--- config.mk ---
export PLATFORM = sky130hd
export DESIGN_NAME = simon_engine_flat
export DESIGN_NICKNAME = d
export VERILOG_FILES = /design/src/rtl/simon_if.sv /design/src/rtl/simon_engine.sv /design/src/flat_wrapper.sv
export SDC_FILE = /design/constraint.sdc
export NUM_CORES = 1
export LEC_CHECK = 0
export CAP_MARGIN = 25
export CORE_UTILIZATION = 31
export DETAILED_ROUTE_END_ITERATION = 10
export HOLD_SLACK_MARGIN = 0.1
export PLACE_DENSITY = 0.54
export SYNTH_ARGS = -nofsm -noshare
export SYNTH_HDL_FRONTEND = slang
export SYNTH_SLANG_ARGS = --single-unit
--- constraint.sdc ---
create_clock -name clk -period 9.6 [get_ports clk]
set_input_delay 2.88 -clock clk [delete_from_list [all_inputs] [get_ports clk]]
set_output_delay 2.88 -clock clk [all_outputs]
set_load 0.005 [all_outputs]
--- src/rtl/simon_if.sv ---
// simon_if: engine inputs (start, random source, player buttons) and outputs.
// master drives the engine inputs; slave is the engine side.
interface simon_if #(
  parameter int NUM_BTNS = 4,
  parameter int MAX_LEN  = 16
);
  localparam int SEL_W =
    (NUM_BTNS > 1) ? $clog2(NUM_BTNS) : 1;
  localparam int SCORE_W = $clog2(MAX_LEN + 1);

  logic               start_i;
  logic [SEL_W-1:0]   rand_i;
  logic [SEL_W-1:0]   player_num_i;
  logic               player_pressed_i;
  logic               simon_turn_o;
  logic [SEL_W-1:0]   simon_num_o;
  logic               simon_pressed_o;
  logic               game_over_o;
  logic               win_o;
  logic [SCORE_W-1:0] score_o;

  modport master (
    output start_i, rand_i,
    output player_num_i, player_pressed_i,
    input  simon_turn_o, simon_num_o,
    input  simon_pressed_o, game_over_o,
    input  win_o, score_o
  );

  modport slave (
    input  start_i, rand_i,
    input  player_num_i, player_pressed_i,
    output simon_turn_o, simon_num_o,
    output simon_pressed_o, game_over_o,
    output win_o, score_o
  );
endinterface

--- src/rtl/simon_engine.sv ---
// simon_engine: grows a random sequence, plays it back, checks presses.
// Define SIMON_TIMEOUT_EN to end the game on player inactivity.
module simon_engine #(
  parameter int NUM_BTNS      = 4,
  parameter int MAX_LEN       = 16,
  parameter int TICK_DIV      = 25000000,
  parameter int ON_TICKS      = 2,
  parameter int OFF_TICKS     = 1,
  parameter int TIMEOUT_TICKS = 10
) (
  input logic    clk,
  input logic    reset,
  simon_if.slave bus
);
  localparam int SEL_W =
    (NUM_BTNS > 1) ? $clog2(NUM_BTNS) : 1;
  localparam int SCORE_W = $clog2(MAX_LEN + 1);
  localparam int IDX_W =
    (MAX_LEN > 1) ? $clog2(MAX_LEN) : 1;
  localparam int DIV_W = $clog2(TICK_DIV);
  localparam int T_A =
    (ON_TICKS > OFF_TICKS) ? ON_TICKS : OFF_TICKS;
  localparam int T_MAX =
    (T_A > TIMEOUT_TICKS) ? T_A : TIMEOUT_TICKS;
  localparam int TCNT_W = $clog2(T_MAX + 1);

  typedef enum logic [3:0] {
    S_IDLE, S_ADD, S_PLAY_ON, S_PLAY_OFF,
    S_WAIT_PRESS, S_WAIT_REL, S_GAP,
    S_OVER, S_WIN
  } state_e;

  state_e state_q, state_d;

  logic [SEL_W-1:0]   mem_q [MAX_LEN];
  logic [SCORE_W-1:0] len_q, len_d;
  logic [IDX_W-1:0]   idx_q, idx_d;
  logic [SCORE_W-1:0] score_q, score_d;
  logic [DIV_W-1:0]   div_q, div_d;
  logic [TCNT_W-1:0]  tcnt_q, tcnt_d;
  logic               prev_q;
  logic               turn_q, turn_d;
  logic               press_q, press_d;
  logic [SEL_W-1:0]   num_q, num_d;
  logic               over_q, over_d;
  logic               win_q, win_d;

  logic               add_wr;
  logic               tick;
  logic               idx_last;
  logic               rise;
  logic [SEL_W-1:0]   rnd_mod;
  logic [IDX_W-1:0]   wr_idx;

  assign tick = div_q == DIV_W'(TICK_DIV - 1);
  assign idx_last =
    (SCORE_W'(idx_q) + SCORE_W'(1)) == len_q;
  assign rise = bus.player_pressed_i & ~prev_q;
  assign rnd_mod =
    SEL_W'(32'(bus.rand_i) % 32'(NUM_BTNS));
  assign wr_idx = len_q[IDX_W-1:0];

  always_comb begin
    state_d = state_q;
    len_d   = len_q;
    idx_d   = idx_q;
    score_d = score_q;
    add_wr  = 1'b0;
    unique case (state_q)
      S_IDLE, S_OVER, S_WIN: begin
        if (bus.start_i) begin
          len_d   = '0;
          score_d = '0;
          state_d = S_ADD;
        end
      end
      S_ADD: begin
        add_wr  = 1'b1;
        len_d   = len_q + 1'b1;
        idx_d   = '0;
        state_d = S_PLAY_ON;
      end
      S_PLAY_ON: begin
        if (tick &&
            tcnt_q == TCNT_W'(ON_TICKS - 1))
          state_d = S_PLAY_OFF;
      end
      S_PLAY_OFF: begin
        if (tick &&
            tcnt_q == TCNT_W'(OFF_TICKS - 1)) begin
          if (idx_last) begin
            idx_d   = '0;
            state_d = S_WAIT_PRESS;
          end else begin
            idx_d   = idx_q + 1'b1;
            state_d = S_PLAY_ON;
          end
        end
      end
      S_WAIT_PRESS: begin
        if (rise) begin
          if (bus.player_num_i == mem_q[idx_q])
            state_d = S_WAIT_REL;
          else
            state_d = S_OVER;
        end
`ifdef SIMON_TIMEOUT_EN
        else if (tick &&
            tcnt_q == TCNT_W'(TIMEOUT_TICKS - 1))
          state_d = S_OVER;
`endif
      end
      S_WAIT_REL: begin
        if (!bus.player_pressed_i) begin
          if (idx_last) begin
            score_d = len_q;
            if (len_q == SCORE_W'(MAX_LEN))
              state_d = S_WIN;
            else
              state_d = S_GAP;
          end else begin
            idx_d   = idx_q + 1'b1;
            state_d = S_WAIT_PRESS;
          end
        end
      end
      S_GAP: begin
        if (tick &&
            tcnt_q == TCNT_W'(OFF_TICKS - 1))
          state_d = S_ADD;
      end
      default: state_d = S_IDLE;
    endcase

    // Timing restarts from zero on every state entry.
    if (state_d != state_q) begin
      div_d  = '0;
      tcnt_d = '0;
    end else begin
      div_d  = tick ? '0 : div_q + 1'b1;
      tcnt_d = tick ? tcnt_q + 1'b1 : tcnt_q;
    end

    turn_d  = state_d inside
      {S_ADD, S_PLAY_ON, S_PLAY_OFF, S_GAP};
    press_d = state_d == S_PLAY_ON;
    over_d  = state_d == S_OVER;
    win_d   = state_d == S_WIN;
    num_d   = num_q;
    // Forward the value being stored this cycle.
    if (press_d) begin
      if (add_wr && wr_idx == idx_d)
        num_d = rnd_mod;
      else
        num_d = mem_q[idx_d];
    end
  end

  always_ff @(posedge clk) begin
    if (add_wr) mem_q[wr_idx] <= rnd_mod;
  end

  always_ff @(posedge clk or posedge reset) begin
    if (reset) begin
      state_q <= S_IDLE;
      len_q   <= '0;
      idx_q   <= '0;
      score_q <= '0;
      div_q   <= '0;
      tcnt_q  <= '0;
      prev_q  <= 1'b0;
      turn_q  <= 1'b0;
      press_q <= 1'b0;
      num_q   <= '0;
      over_q  <= 1'b0;
      win_q   <= 1'b0;
    end else begin
      state_q <= state_d;
      len_q   <= len_d;
      idx_q   <= idx_d;
      score_q <= score_d;
      div_q   <= div_d;
      tcnt_q  <= tcnt_d;
      prev_q  <= bus.player_pressed_i;
      turn_q  <= turn_d;
      press_q <= press_d;
      num_q   <= num_d;
      over_q  <= over_d;
      win_q   <= win_d;
    end
  end

  assign bus.simon_turn_o    = turn_q;
  assign bus.simon_num_o     = num_q;
  assign bus.simon_pressed_o = press_q;
  assign bus.game_over_o     = over_q;
  assign bus.win_o           = win_q;
  assign bus.score_o         = score_q;
endmodule

--- src/flat_wrapper.sv ---
// flat-port wrapper written by rule: the top's interface ports become plain ports
module simon_engine_flat 
#(
  parameter int NUM_BTNS      = 4,
  parameter int MAX_LEN       = 16,
  parameter int TICK_DIV      = 25000000,
  parameter int ON_TICKS      = 2,
  parameter int OFF_TICKS     = 1,
  parameter int TIMEOUT_TICKS = 10
)
  (clk, reset, bus_start_i, bus_rand_i, bus_player_num_i, bus_player_pressed_i, bus_simon_turn_o, bus_simon_num_o, bus_simon_pressed_o, bus_game_over_o, bus_win_o, bus_score_o);
  simon_if #(.NUM_BTNS(NUM_BTNS), .MAX_LEN(MAX_LEN)) bus_i ();
  input logic clk;
  input logic reset;
  input wire logic [$bits(bus_i.start_i)-1:0] bus_start_i;
  input wire logic [$bits(bus_i.rand_i)-1:0] bus_rand_i;
  input wire logic [$bits(bus_i.player_num_i)-1:0] bus_player_num_i;
  input wire logic [$bits(bus_i.player_pressed_i)-1:0] bus_player_pressed_i;
  output wire logic [$bits(bus_i.simon_turn_o)-1:0] bus_simon_turn_o;
  output wire logic [$bits(bus_i.simon_num_o)-1:0] bus_simon_num_o;
  output wire logic [$bits(bus_i.simon_pressed_o)-1:0] bus_simon_pressed_o;
  output wire logic [$bits(bus_i.game_over_o)-1:0] bus_game_over_o;
  output wire logic [$bits(bus_i.win_o)-1:0] bus_win_o;
  output wire logic [$bits(bus_i.score_o)-1:0] bus_score_o;
  assign bus_i.start_i = bus_start_i;
  assign bus_i.rand_i = bus_rand_i;
  assign bus_i.player_num_i = bus_player_num_i;
  assign bus_i.player_pressed_i = bus_player_pressed_i;
  assign bus_simon_turn_o = bus_i.simon_turn_o;
  assign bus_simon_num_o = bus_i.simon_num_o;
  assign bus_simon_pressed_o = bus_i.simon_pressed_o;
  assign bus_game_over_o = bus_i.game_over_o;
  assign bus_win_o = bus_i.win_o;
  assign bus_score_o = bus_i.score_o;
  simon_engine #(.NUM_BTNS(NUM_BTNS), .MAX_LEN(MAX_LEN), .TICK_DIV(TICK_DIV), .ON_TICKS(ON_TICKS), .OFF_TICKS(OFF_TICKS), .TIMEOUT_TICKS(TIMEOUT_TICKS)) u_core (.clk(clk), .reset(reset), .bus(bus_i));
endmodule
# [After elaboration in Yosys (flattened, before gate mapping)]
# Memories as Yosys holds them, arrays and structs flattened. A register that Yosys moved wholly into a read port is not among the register bits.
# Cells that the tools add are included.
[op_classes] n_addsub=5 eq_ne=23 n_mux=28 bitwise_logic=2 n_reduce_logical=11
[op_table] cell="4-bit 2-to-1 mux" n=14
[op_table] cell="25-bit 2-to-1 mux" n=2
[op_table] cell="4-bit case mux with 7 select lines" n=1
[op_table] cell="25-bit by 1-bit adder with 25-bit output (second input constant)" n=1
[op_table] cell="25-bit equality test (second input constant)" n=1
[op_table] cell="4-bit by 3-bit equality test with 1-bit output (second input constant)" n=6
[op_table] cell="5-bit case mux with 2 select lines" n=2
[op_table] cell="4-bit by 2-bit equality test with 1-bit output (second input constant)" n=4
[op_table] cell="5-bit 2-to-1 mux" n=3
[op_table] cell="4-bit by 1-bit equality test with 1-bit output (second input constant)" n=3
[op_table] cell="4-bit case mux with 3 select lines" n=1
[op_table] cell="4-bit by 1-bit adder with 4-bit output (second input constant)" n=2
[op_table] cell="4-bit equality test (second input constant)" n=2
[op_table] cell="4-bit logical NOT" n=2
[op_table] cell="2-bit nonzero test" n=3
[op_table] cell="4-bit by 1-bit adder with 5-bit output (second input constant)" n=1
[op_table] cell="5-bit by 1-bit adder with 5-bit output (second input constant)" n=1
[op_table] cell="5-bit equality test" n=1
[op_table] cell="5-bit equality test (second input constant)" n=1
[op_table] cell="2-bit inequality test (second input constant)" n=2
[op_table] cell="4-bit inequality test" n=1
[op_table] cell="4-bit AND reduction" n=1
[op_table] cell="4-bit nonzero test" n=1
[op_table] cell="1-bit 2-to-1 mux" n=3
[op_table] cell="other kinds (9)" n=10
[totals] ff_bits=52 ram_bits=32 inputBits=8 mem_count=1
[mem_list] memory="u_core.mem_q" depth=16 width=2 read_ports=2 rd_ports_with_merged_regs=1 wr=1 line_no="simon_engine.sv:35" rtl="logic [SEL_W-1:0] mem_q [MAX_LEN];"

# [Longest topological paths before layout]
[depth] word_depth=7 depth_mapped=14 mapped_depth_nobuf=13

# [Least setup slack after synthesis]
# OpenSTA, ideal clock, no wires.
[synth_timing] path_type="input -> register" start="in bus_player_pressed_i" end="reg u_core.num_q[0] (netlist: u_core.bus.simon_num_o[0]) (read register of u_core.mem_q)" setup_ns=0.134 arrival_time_ns=4.851 t_required_ns=9.466 setup_slack_ns=4.615 path_stages=9 path_cell_list="clkbuf_1 nand2b_1 a2111oi_4 nor3_4 clkinv_8 mux2i_1 a2111oi_0 o41ai_1 a21oi_1"
[synth_rtl] item="from (decl)" line_no="flat_wrapper.sv:18" rtl="input wire logic [$bits(bus_i.player_pressed_i)-1:0] bus_player_pressed_i;"
[synth_rtl] item="4-bit 2-to-1 mux" line_no="simon_engine.sv:114" rtl="if (!bus.player_pressed_i) begin"
[synth_rtl] item="4-bit case mux with 3 select lines" line_no="simon_engine.sv:69" rtl="unique case (state_q)"
[synth_rtl] item="named net u_core.idx_d[3]" line_no="simon_engine.sv:37" rtl="logic [IDX_W-1:0] idx_q, idx_d;"
[synth_rtl] item="to (decl)" line_no="simon_engine.sv:44" rtl="logic [SEL_W-1:0] num_q, num_d;"
# The timed path passes the listed nets, and every way through them passes these cells.
# A chain may end at the register's enable or synchronous reset.

# [Worst setup path in the final report]
# Same ends and word-level chain as after synthesis.

==> flow_summary_export.csv <==
group,metric,value,unit
drt,drtIter0Drc,267,
yosys,yosysWarningCount,0,
cells_and_area,layout_common_cells,"dfrtp_1, nor2_1, edfxtp_1",
clock_tree,cts_tree,"built",
timing,clock-skew-final,7.78,ps
timing,hold_viol,0,
timing,slew_violations,0,
floorplan,ios,19,
drt,drc,0,
clock_tree,clk_pin_slew,70,ps
drt,wl,11500,um
timing,clock.fmax,0.185,GHz
timing,max-slew-margin-rel,40.2,%
yosys,syn_inst,451,
timing,tns,0,ps
yosys,synth_edf_count,32,
grt,gr-usage-met2,22.8,%
setup_path,worst_ep_required_time,9880,ps
run,max-cap-violations,0,
clock_tree,clockBufferDepth,2,
yosys,yosysSeqAreaShare,48.0,%
timing,period_share,56.3,%
grt,grt_pass1_wl,19000,um
placed_design,gp_congestion,0.913,
timing,finalWorstSetupSlack,4190,ps
clock_tree,cts_resized,0,
power,leakagePower,2.07,nW
clock_tree,post_cts_buffers,0,
drt,wl_per_cell,17.5,um
status,status,"finished, final reports clean",
clock_tree,ctsHoldBuffers,0,
floorplan,die_h,127,um
timing,worstMarginPinSlew,897,ps
setup_path,crit_path_end_kind,"flip-flop",
power,peakVddDrop,0.000103,V
yosys,syn-num-nets,469,
cells_and_area,drive_gt1_share,9.81,%
hold_path,hold_path.class,"flip-flop to flip-flop",
drt,dr.pass1.iters,4,
drt,vias,3439,
floorplan,die_area,16000,um^2
cells_and_area,fillers,1492,
yosys,synth-seq-cells,86,
placed_design,io_buffers,18,
grt,grtUsageMet1,22.7,%
grt,met3_usage,2.45,%
setup_path,arrival,5690,ps
placed_design,pre_cts_slack,3850,ps
grt,grt_max_degree,55,
floorplan,start_util,31.7,%
yosys,synthesis.area,4820,um^2
floorplan,die_w,127,um
clock_tree,cts_buffers,9,
drt,via_per_inst,5.23,
yosys,synth_flop_cell,"dfrtp_1",
placed_design,dp_hpwl,8300,um
grt,grt_remaining_overflow,0,
clock_tree,cts_sinks,86,
cells_and_area,final_common_cell,"dfrtp_1",
cells_and_area,area_delta_synth_final,14.3,%
cells_and_area,diodes,0,
grt,grt.total_usage,15.6,%
grt,antenna_found_initial,0,
drt,drtAntennaViolNets,0,
setup_path,cp-start-kind,"input pin",
yosys,postSynthAreaPerCell,10.7,um^2
power,p_per_area,231,nW/um^2
grt,grt_pass1_vias,3350,
floorplan,core-area,15200,um^2
timing,rsz0062_at_grt,"false",
floorplan,rows,45,
clock_tree,insertion_delay,350,ps
cells_and_area,finish.utilization,36.2,%
clock_tree,root_buffer,"clkbuf_16",
grt,top_usage_layer,"met2",
yosys,synth-async-reset-ratio,62.8,%
yosys,netlist-cell-type-count,66,
timing,fin_crit,5410,ps
setup_path,crit_type,"input pin to flip-flop",
timing,setup_viol,0,
cells_and_area,final_nets,482,
setup_path,cp_max_fo,10,
clock_tree,htreeDepth,3,
-- kinds of logic after synthesis --
group,after synthesis,synth area share (%)
flops,86,48.0
simple gates,171,19.0
buf+inv,48,4.05
mux,19,6.55
xor+xnor,38,6.91
compound gates,79,12.8
fa+ha+maj,10,2.60
-- power by group --
group	switching, mW	internal (mW)	leakage, nW
clock network	0.154	0.229	0.152
logic	0.241	0.170	0.902
registers	0.0662	0.413	1.01
-- synthesized netlist by cell type (2+ instances only) --
| master | number | area (um^2) |
|---|---|---|
| a211oi_1 | 13 | 97.6 |
| ha_1 | 10 | 125 |
| nor2_1 | 52 | 195 |
| xor2_1 | 19 | 166 |
| and2_1 | 9 | 56.3 |
| buf_2 | 2 | 10.0 |
| mux4_2 | 10 | 225 |
| o211ai_1 | 3 | 22.5 |
| or2_2 | 2 | 12.5 |
| o31a_1 | 8 | 70.1 |
| and3_1 | 8 | 50.1 |
| o21ai_0 | 12 | 60.1 |
| nor3b_1 | 2 | 15.0 |
| and4_1 | 4 | 35.0 |
| a21o_1 | 3 | 22.5 |
| edfxtp_1 | 32 | 961 |
| dfrtp_1 | 54 | 1350 |
| o21a_1 | 2 | 15.0 |
| inv_2 | 2 | 7.51 |
| or4_1 | 2 | 15.0 |
| inv_1 | 26 | 97.6 |
| a21oi_1 | 9 | 45.0 |
| mux2i_1 | 9 | 90.1 |
| o41ai_1 | 3 | 26.3 |
| nor3_1 | 13 | 65.1 |
| nand3_1 | 22 | 110 |
| a2111oi_0 | 5 | 43.8 |
| nor4_1 | 3 | 18.8 |
| clkbuf_1 | 15 | 56.3 |
| xnor2_1 | 19 | 166 |
| nor2b_1 | 2 | 12.5 |
| o21ai_1 | 3 | 15.0 |
| a22oi_1 | 4 | 30.0 |
| nand2_1 | 24 | 90.1 |
| buf_1 | 2 | 7.51 |
| nand4_1 | 11 | 68.8 |
| nand2b_1 | 3 | 18.8 |
-- cell type report --
class	instances	area (um^2)	share of cell area (%)
Timing Repair Buffer	21	203	3.68
Clock inverter	7	97.6	1.77
Clock buffer	9	225	4.09
Multi-Input combinational cell	317	2310	42.0
Inverter	29	121	2.21
Sequential cell	86	2310	42.0
Tap cell	188	235	4.27
-- final timing paths --
check	cells past startpoint	end	from	slack (ps)
worst max-delay path	9	u_core.bus.simon_num_o[0]	bus_player_pressed_i	4190
max in group asynchronous	3	u_core.idx_q[3]	reset	6060
min in group asynchronous	3	u_core.div_q[2]	reset	3060
worst max register to register	11	u_core.div_q[2]	u_core.idx_q[0]	5260
worst min register to register	1	u_core.div_q[0]	u_core.div_q[0]	480
worst min-delay path	1	u_core.div_q[0]	u_core.div_q[0]	480
-- stage by stage --
stage | hold slack, ps | cell area [um^2] | power (mW) | std cells
2_1_floorplan | 448 | 4820 | 0.783 | 451
3_3_place_gp | 470 | 5180 | 0.900 | 641
3_5_place_dp | 471 | 5180 | 0.899 | 641
4_1_cts | 479 | 5500 | 1.29 | 657
5_1_grt | 500 | 5500 | 1.35 | 657
6_report | 477 | 5500 | 1.27 | 657
-- flip-flops by register name, summed over array words and instances (netlist names), 2 cells and up --
register	count
u_core.mem_q	32
u_core.div_q	25
u_core.bus.score_o	5
u_core.len_q	5
u_core.idx_q	4
u_core.state_q	4
u_core.tcnt_q	4
u_core.bus.simon_num_o	2
-- critical path, cell delays in order --
cell             delay (ps)
clkdlybuf4s50_1         540
nor3_1                  500
a221oi_4                190
nor3_4                  490
clkinv_8                170
mux2i_1                 150
a2111oi_0               420
o41ai_1                 170
a21oi_1                 160
-- metal layers --
metal  vias up  wire length (um)  share of wire (%)
met5         -                 0                  0
met4         0               206                1.8
met3        12               364                3.2
met2        59              5120                 44
met1      1693              5820                 51
li1       1675                 -                  -
No activity file was read; power rests on OpenSTA's default activity.
